--- src/rtl/riscv_pkg.sv ---
// riscv_pkg: RV32I constants, fetch state encoding and opcodes shared by fetch and decode
package riscv_pkg;
    localparam int XLEN = 32;
    localparam logic [31:0] NOP_INSTR = 32'h0000_0013;
    localparam logic [31:0] RESET_PC = 32'h0000_0000;
    typedef enum logic [1:0] {
        FETCH_REQ  = 2'd0,
        FETCH_WAIT = 2'd1,
        FETCH_FULL = 2'd2
    } fetch_state_e;
    localparam logic [6:0] OPC_LUI      = 7'b0110111;
    localparam logic [6:0] OPC_AUIPC    = 7'b0010111;
    localparam logic [6:0] OPC_JAL      = 7'b1101111;
    localparam logic [6:0] OPC_JALR     = 7'b1100111;
    localparam logic [6:0] OPC_BRANCH   = 7'b1100011;
    localparam logic [6:0] OPC_LOAD     = 7'b0000011;
    localparam logic [6:0] OPC_STORE    = 7'b0100011;
    localparam logic [6:0] OPC_OP_IMM   = 7'b0010011;
    localparam logic [6:0] OPC_OP       = 7'b0110011;
    localparam logic [6:0] OPC_MISC_MEM = 7'b0001111;
    localparam logic [6:0] OPC_SYSTEM   = 7'b1110011;
endpackage

--- src/rtl/instruction_fetch_if.sv ---
// instruction_fetch_if: imem handshake, redirect and decoder-side signals of the fetch stage
interface instruction_fetch_if;
    import riscv_pkg::*;
    logic            PCNextIn;
    logic [XLEN-1:0] PCTarget;
    logic            stall;
    logic            imemReq;
    logic [XLEN-1:0] imemAddr;
    logic            imemGnt;
    logic            imemRValid;
    logic [XLEN-1:0] imemRData;
    logic [XLEN-1:0] instr;
    logic [XLEN-1:0] instrPC;
    logic [XLEN-1:0] instrPCPlus4;
    logic            instrValid;
    logic            misalignFault;
    modport master (
        input  PCNextIn, PCTarget, stall, imemGnt, imemRValid, imemRData,
        output imemReq, imemAddr, instr, instrPC, instrPCPlus4, instrValid, misalignFault
    );
    modport slave (
        output PCNextIn, PCTarget, stall, imemGnt, imemRValid, imemRData,
        input  imemReq, imemAddr, instr, instrPC, instrPCPlus4, instrValid, misalignFault
    );
endinterface

--- src/rtl/instruction_fetch.sv ---
// instruction_fetch: PC owner, single-outstanding imem reader and one-entry instruction buffer
module instruction_fetch
    import riscv_pkg::*;
#(
    parameter int XLEN = 32,
    parameter logic [XLEN-1:0] RESET_PC = riscv_pkg::RESET_PC
) (
    input  logic                clk,
    input  logic                rst_n,
    instruction_fetch_if.master bus
);
    localparam logic [1:0] S_REQ  = FETCH_REQ;
    localparam logic [1:0] S_WAIT = FETCH_WAIT;
    localparam logic [1:0] S_FULL = FETCH_FULL;
    localparam logic [XLEN-1:0] STEP = XLEN'(4);

    logic [1:0]      state_q, state_d;
    logic [XLEN-1:0] pc_q, pc_d, req_pc_q, req_pc_d;
    logic [XLEN-1:0] instr_q, instr_d, instr_pc_q, instr_pc_d;
    logic            drop_q, drop_d, valid_q, valid_d, fault_q, fault_d;
    logic [XLEN-1:0] target;

    assign target            = {bus.PCTarget[XLEN-1:2], 2'b00};
    assign bus.imemReq       = rst_n && state_q == S_REQ;
    assign bus.imemAddr      = pc_q;
    assign bus.instr         = instr_q;
    assign bus.instrPC       = instr_pc_q;
    assign bus.instrPCPlus4  = instr_pc_q + STEP;
    assign bus.instrValid    = valid_q;
    assign bus.misalignFault = fault_q;

    // Next-state: a redirect overrides the normal REQ/WAIT/FULL progression and marks any granted read stale
    always_comb begin
        state_d    = state_q;
        pc_d       = pc_q;
        req_pc_d   = req_pc_q;
        drop_d     = drop_q;
        instr_d    = instr_q;
        instr_pc_d = instr_pc_q;
        valid_d    = valid_q;
        fault_d    = bus.PCNextIn && |bus.PCTarget[1:0];
        if (bus.PCNextIn) begin
            pc_d    = target;
            valid_d = 1'b0;
            case (state_q)
                S_REQ: begin
                    state_d = bus.imemGnt ? S_WAIT : S_REQ;
                    drop_d  = bus.imemGnt;
                end
                S_WAIT: begin
                    state_d = bus.imemRValid ? S_REQ : S_WAIT;
                    drop_d  = !bus.imemRValid;
                end
                default: state_d = S_REQ;
            endcase
        end else begin
            case (state_q)
                S_REQ: if (bus.imemGnt) begin
                    req_pc_d = pc_q;
                    pc_d     = pc_q + STEP;
                    state_d  = S_WAIT;
                end
                S_WAIT: if (bus.imemRValid) begin
                    state_d    = drop_q ? S_REQ : S_FULL;
                    drop_d     = 1'b0;
                    valid_d    = !drop_q;
                    instr_d    = drop_q ? instr_q : bus.imemRData;
                    instr_pc_d = drop_q ? instr_pc_q : req_pc_q;
                end
                default: if (!bus.stall) begin
                    valid_d = 1'b0;
                    state_d = S_REQ;
                end
            endcase
        end
    end

    // State and buffer registers; reset abandons any in-flight request
    always_ff @(posedge clk) begin
        if (!rst_n) begin
            state_q    <= S_REQ;
            pc_q       <= RESET_PC;
            req_pc_q   <= RESET_PC;
            drop_q     <= 1'b0;
            instr_q    <= NOP_INSTR;
            instr_pc_q <= RESET_PC;
            valid_q    <= 1'b0;
            fault_q    <= 1'b0;
        end else begin
            state_q    <= state_d;
            pc_q       <= pc_d;
            req_pc_q   <= req_pc_d;
            drop_q     <= drop_d;
            instr_q    <= instr_d;
            instr_pc_q <= instr_pc_d;
            valid_q    <= valid_d;
            fault_q    <= fault_d;
        end
    end
endmodule
--- src/flat_wrapper.sv ---
// flat-port wrapper written by rule: the top's interface ports become plain ports
module instruction_fetch_flat import riscv_pkg::*;
#(
    parameter int XLEN = 32,
    parameter logic [XLEN-1:0] RESET_PC = riscv_pkg::RESET_PC
)
  (clk, rst_n, bus_PCNextIn, bus_PCTarget, bus_stall, bus_imemGnt, bus_imemRValid, bus_imemRData, bus_imemReq, bus_imemAddr, bus_instr, bus_instrPC, bus_instrPCPlus4, bus_instrValid, bus_misalignFault);
  instruction_fetch_if bus_i ();
  input  logic clk;
  input  logic rst_n;
  input wire logic [$bits(bus_i.PCNextIn)-1:0] bus_PCNextIn;
  input wire logic [$bits(bus_i.PCTarget)-1:0] bus_PCTarget;
  input wire logic [$bits(bus_i.stall)-1:0] bus_stall;
  input wire logic [$bits(bus_i.imemGnt)-1:0] bus_imemGnt;
  input wire logic [$bits(bus_i.imemRValid)-1:0] bus_imemRValid;
  input wire logic [$bits(bus_i.imemRData)-1:0] bus_imemRData;
  output wire logic [$bits(bus_i.imemReq)-1:0] bus_imemReq;
  output wire logic [$bits(bus_i.imemAddr)-1:0] bus_imemAddr;
  output wire logic [$bits(bus_i.instr)-1:0] bus_instr;
  output wire logic [$bits(bus_i.instrPC)-1:0] bus_instrPC;
  output wire logic [$bits(bus_i.instrPCPlus4)-1:0] bus_instrPCPlus4;
  output wire logic [$bits(bus_i.instrValid)-1:0] bus_instrValid;
  output wire logic [$bits(bus_i.misalignFault)-1:0] bus_misalignFault;
  assign bus_i.PCNextIn = bus_PCNextIn;
  assign bus_i.PCTarget = bus_PCTarget;
  assign bus_i.stall = bus_stall;
  assign bus_i.imemGnt = bus_imemGnt;
  assign bus_i.imemRValid = bus_imemRValid;
  assign bus_i.imemRData = bus_imemRData;
  assign bus_imemReq = bus_i.imemReq;
  assign bus_imemAddr = bus_i.imemAddr;
  assign bus_instr = bus_i.instr;
  assign bus_instrPC = bus_i.instrPC;
  assign bus_instrPCPlus4 = bus_i.instrPCPlus4;
  assign bus_instrValid = bus_i.instrValid;
  assign bus_misalignFault = bus_i.misalignFault;
  instruction_fetch #(.XLEN(XLEN), .RESET_PC(RESET_PC)) u_core (.clk(clk), .rst_n(rst_n), .bus(bus_i));
endmodule
--- config.mk ---
export PLATFORM = sky130hd
export DESIGN_NAME = instruction_fetch_flat
export DESIGN_NICKNAME = d
export VERILOG_FILES = /design/src/rtl/riscv_pkg.sv /design/src/rtl/instruction_fetch_if.sv /design/src/rtl/instruction_fetch.sv /design/src/flat_wrapper.sv
export SDC_FILE = /design/constraint.sdc
export NUM_CORES = 1
export LEC_CHECK = 0
export CORE_ASPECT_RATIO = 1.1
export CORE_MARGIN = 10
export CORE_UTILIZATION = 47
export CTS_BUF_LIST = sky130_fd_sc_hd__clkbuf_4
export DETAILED_ROUTE_END_ITERATION = 10
export PLACE_DENSITY = 0.83
export SYNTH_ARGS = -nofsm -noshare
export SYNTH_HDL_FRONTEND = slang
export SYNTH_SLANG_ARGS = --single-unit
--- constraint.sdc ---
create_clock -name clk -period 2.8 [get_ports clk]
set_clock_uncertainty 0.05 [all_clocks]
set_input_delay 0.42 -clock clk [delete_from_list [all_inputs] [get_ports clk]]
set_output_delay 0.42 -clock clk [all_outputs]
set_load 0.005 [all_outputs]
==> results.yml, run 1 <==
finish:
  layout_commonest_cell: "nand2_1"
  final_layout_size_suffix_gt1_frac: 0.1113
  fill_cells: 958
  finalInstanceArea_sq_um: 8388
  syn_to_final_growth_pct: 45.64
  register_area_sq_um: 2562
  fin_nets: 1020
  multi_input_area_sq_um: 3088
  final_cell_mix: "nand2_1, clkdlybuf4s50_1, dfxtp_1"
global_routing:
  grt_max_degree: 102
  grt_pass1_vias: 5539
  grt_pass1_wl_mm: 28.86
  antenna_found_initial: 1
  grt_overflow: 0
  track_usage: 0.2016
synth:
  synth_area_sq_um: 5759
  async_reset_ff_frac: 0
  synth_edf_count: 0
  seq_area_frac_synth: 0.4415
  avgSynthCellArea_sq_um: 7.700
  synth_cell_type_count: 47
  synth_seq_cells: 127
  netlist_instances: 748
  ys.flop_type: "dfxtp_1"
  ys_warn_count: 0
worst_setup_path:
  critical_path_class: "reg2out"
  crit_start: "u_core.bus.instrPC[5]"
  cp-end-kind: "output pin"
  path_max_fanout: 3
  worstPathArrival_ns: 2.38
  r2r-start: "u_core.bus.imemAddr[2]"
  regToRegSetupSlack_ns: 0.52
  rr_worst_depth: 5
  endpoint: "bus_instrPCPlus4[15]"
  critPathLaunchType: "flop"
  critPathRequiredTime_ns: 2.33
  r2r_end: "u_core.bus.imemAddr[22]"
sta:
  finalSetupViolations: 1
  tightest_slew_ns: 1.026
  final.min_clock_period_ns: 2.847
  timing.final.ws_setup_ns: -0.04696
  maxSlewHeadroom: 0.3163
  fin_crit_sh: 1.017
  setup_tns_ns: -0.04696
  fmax_mhz: 351.3
  maxSlewViolCount: 0
  hold_viol: 0
  grt_setup_unrepaired: "true"
power:
  swShare: 0.2508
  peakVddDrop_mv: 0.3303
  clkPwrFrac: 0.368
  p_seq_frac: 0.518
  p_int_mw: 2.811
  power.share.combinational: 0.114
  p_leak_nw: 2.973
  p_switching_mw: 0.9410
  powerDensity_nw_per_um2: 447.3
floorplan:
  die_x_um: 125.5
  rows: 42
  pin_count: 201
  start_util: 0.4786
  coreArea_sq_um: 12030
  die_area_sq_um: 17090
  die_y_um: 136.1
clocking:
  cts_inserted_buffers: 17
  clockBufferDepth: 2
  cts_tree: "built"
  cts_root_buffer: "clkbuf_4"
  cts.sinks: 127
  clk_pin_slew_ns: 0.11
  htree_levels: 4
  clk_latency_ns: 0.52
flow_run:
  maxCapViolations: 0
placed_design:
  dpl.hpwl_mm: 13.06
  gp_congestion: 0.8567
  place_area_sq_um: 7888
  numPortBuffers: 194
outcome:
  status: "complete, but fails checks"
  violations: "setup timing"
route:
  drc: 0
  drt_iter0_markers: 554
  vias_per_cell: 5.479
  routedWlPerCell_um: 16.77
  dr.pass1.iters: 5
  routed_wl_mm: 18.71
  vias: 6115
  drtAntennaViolNets: 0
worst_hold_path:
  hold_class: "in2reg"
[worst min path at each step]
stage | startpoint | to | depth (start not counted)
after global routing | bus_imemRData[19] | u_core.bus.instr[19] | 3
after detailed placement | u_core.req_pc_q[18] | u_core.bus.instrPC[18] | 2
after global placement | u_core.req_pc_q[17] | u_core.bus.instrPC[17] | 2
after CTS | bus_imemRData[29] | u_core.bus.instr[29] | 3
after floorplan | u_core.req_pc_q[31] | u_core.bus.instrPC[31] | 2
final | bus_imemRData[29] | u_core.bus.instr[29] | 3
[worst max-delay path, cell delays in order (launching register included)]
cell             delay [ns]
dfxtp_1                0.35
nand4_1                0.17
buf_4                  0.20
nor4_2                 0.32
xor2_1                 0.24
clkdlybuf4s50_1        0.56
[state kept, by name, indices dropped and copies added (netlist names)]
register and flops:
u_core.bus.instr 32, u_core.bus.imemAddr 30, u_core.bus.instrPC 30, u_core.req_pc_q 30
u_core.state_q 2, u_core.bus.instrValid 1, u_core.bus.misalignFault 1, u_core.drop_q 1
[per-stage QoR]
step / hold WS, ns / worst slack [ns] / instances / power [mW] / util
3_3_place_gp: 0.3888 / 0.2731 / 1071 / 2.403 / 0.6554
4_1_cts: 0.3421 / 0.005244 / 1108 / 3.769 / 0.6881
5_1_grt: 0.3620 / -0.1304 / 1116 / 3.900 / 0.6970
2_1_floorplan: 0.3821 / 0.7187 / 753 / 2.150 / -
3_5_place_dp: 0.3948 / 0.2267 / 1071 / 2.407 / 0.6554
6_report: 0.3841 / -0.04696 / 1116 / 3.752 / 0.6970
[Yosys cell counts, types with 5 or more instances]
library cell / n / area share
nand2_1: 209 / 0.14
dfxtp_1: 127 / 0.44
a21oi_1: 101 / 0.088
clkbuf_1: 43 / 0.028
nand3_1: 34 / 0.030
xnor2_1: 30 / 0.046
nand4_1: 24 / 0.026
o21ai_0: 24 / 0.021
nor3_1: 17 / 0.015
nor2_1: 16 / 0.010
inv_1: 12 / 0.0078
nor4_1: 9 / 0.0098
xor2_1: 8 / 0.012
a211oi_1: 7 / 0.0091
a31oi_1: 7 / 0.0076
a311oi_1: 6 / 0.0091
and4_1: 6 / 0.0091
buf_4: 6 / 0.0078
or4_1: 6 / 0.0078
and2_1: 5 / 0.0054
and3_1: 5 / 0.0054
or3_1: 5 / 0.0054
[repair_timing]
action	4_1_cts	5_1_grt
pin swaps	3	10
gates resized for setup	33	37
hold buffers	0	0
buffers inserted	5	7
setup endpoints to repair	19	14
[final cells by class]
| class | count | share of cell area |
|---|---|---|
| inverter | 13 | 0.005817 |
| tap | 154 | 0.02297 |
| antenna | 1 | 0.0002983 |
| timing repair buffer | 228 | 0.2600 |
| sequential | 127 | 0.3055 |
| clock inverter | 13 | 0.02029 |
| clock buffer | 19 | 0.01700 |
| multi-input combinational | 561 | 0.3681 |
[power by group through the flow]
stage	sequential [mW]	clock (mW)	combinational (mW)
finish	1.94	1.38	0.427
detailed placement	1.98	0	0.426
global placement	1.98	0	0.423
floorplan	1.96	0	0.188
global route	1.95	1.48	0.466
CTS	1.94	1.40	0.428
[cells by family (layout without fill, tap and decap cells)]
kind of cell	count (synthesis)	count (layout)	synth area share
buf+inv	65	273	0.04649
simple gates	354	354	0.2915
fa+ha+maj	2	2	0.004344
compound gates	160	160	0.1560
mux	1	1	0.001738
xor+xnor	38	38	0.05779
flops	127	127	0.4415
other cells	1	7	0.0006511
[routing by layer]
metal | global-route usage | up-vias | share of wire
met5 | 0 | - | 0
met4 | 0.05634 | 0 | 0.014
met3 | 0.05571 | 24 | 0.078
met2 | 0.3245 | 264 | 0.49
met1 | 0.2591 | 2828 | 0.42
li1 | - | 2999 | -
Power figures use the tool's default switching activity.
==> run 2, diff against run 1 <==
--- a/config.mk
+++ b/config.mk
@@ -10,6 +10,7 @@
 export CORE_UTILIZATION = 47
 export CTS_BUF_LIST = sky130_fd_sc_hd__clkbuf_4
 export DETAILED_ROUTE_END_ITERATION = 10
+export GPL_TIMING_DRIVEN = 1
 export PLACE_DENSITY = 0.83
 export SYNTH_ARGS = -nofsm -noshare
 export SYNTH_HDL_FRONTEND = slang
==> results of run 2 <==
The final DEF is identical to that of run 1; final timing and power are the same.
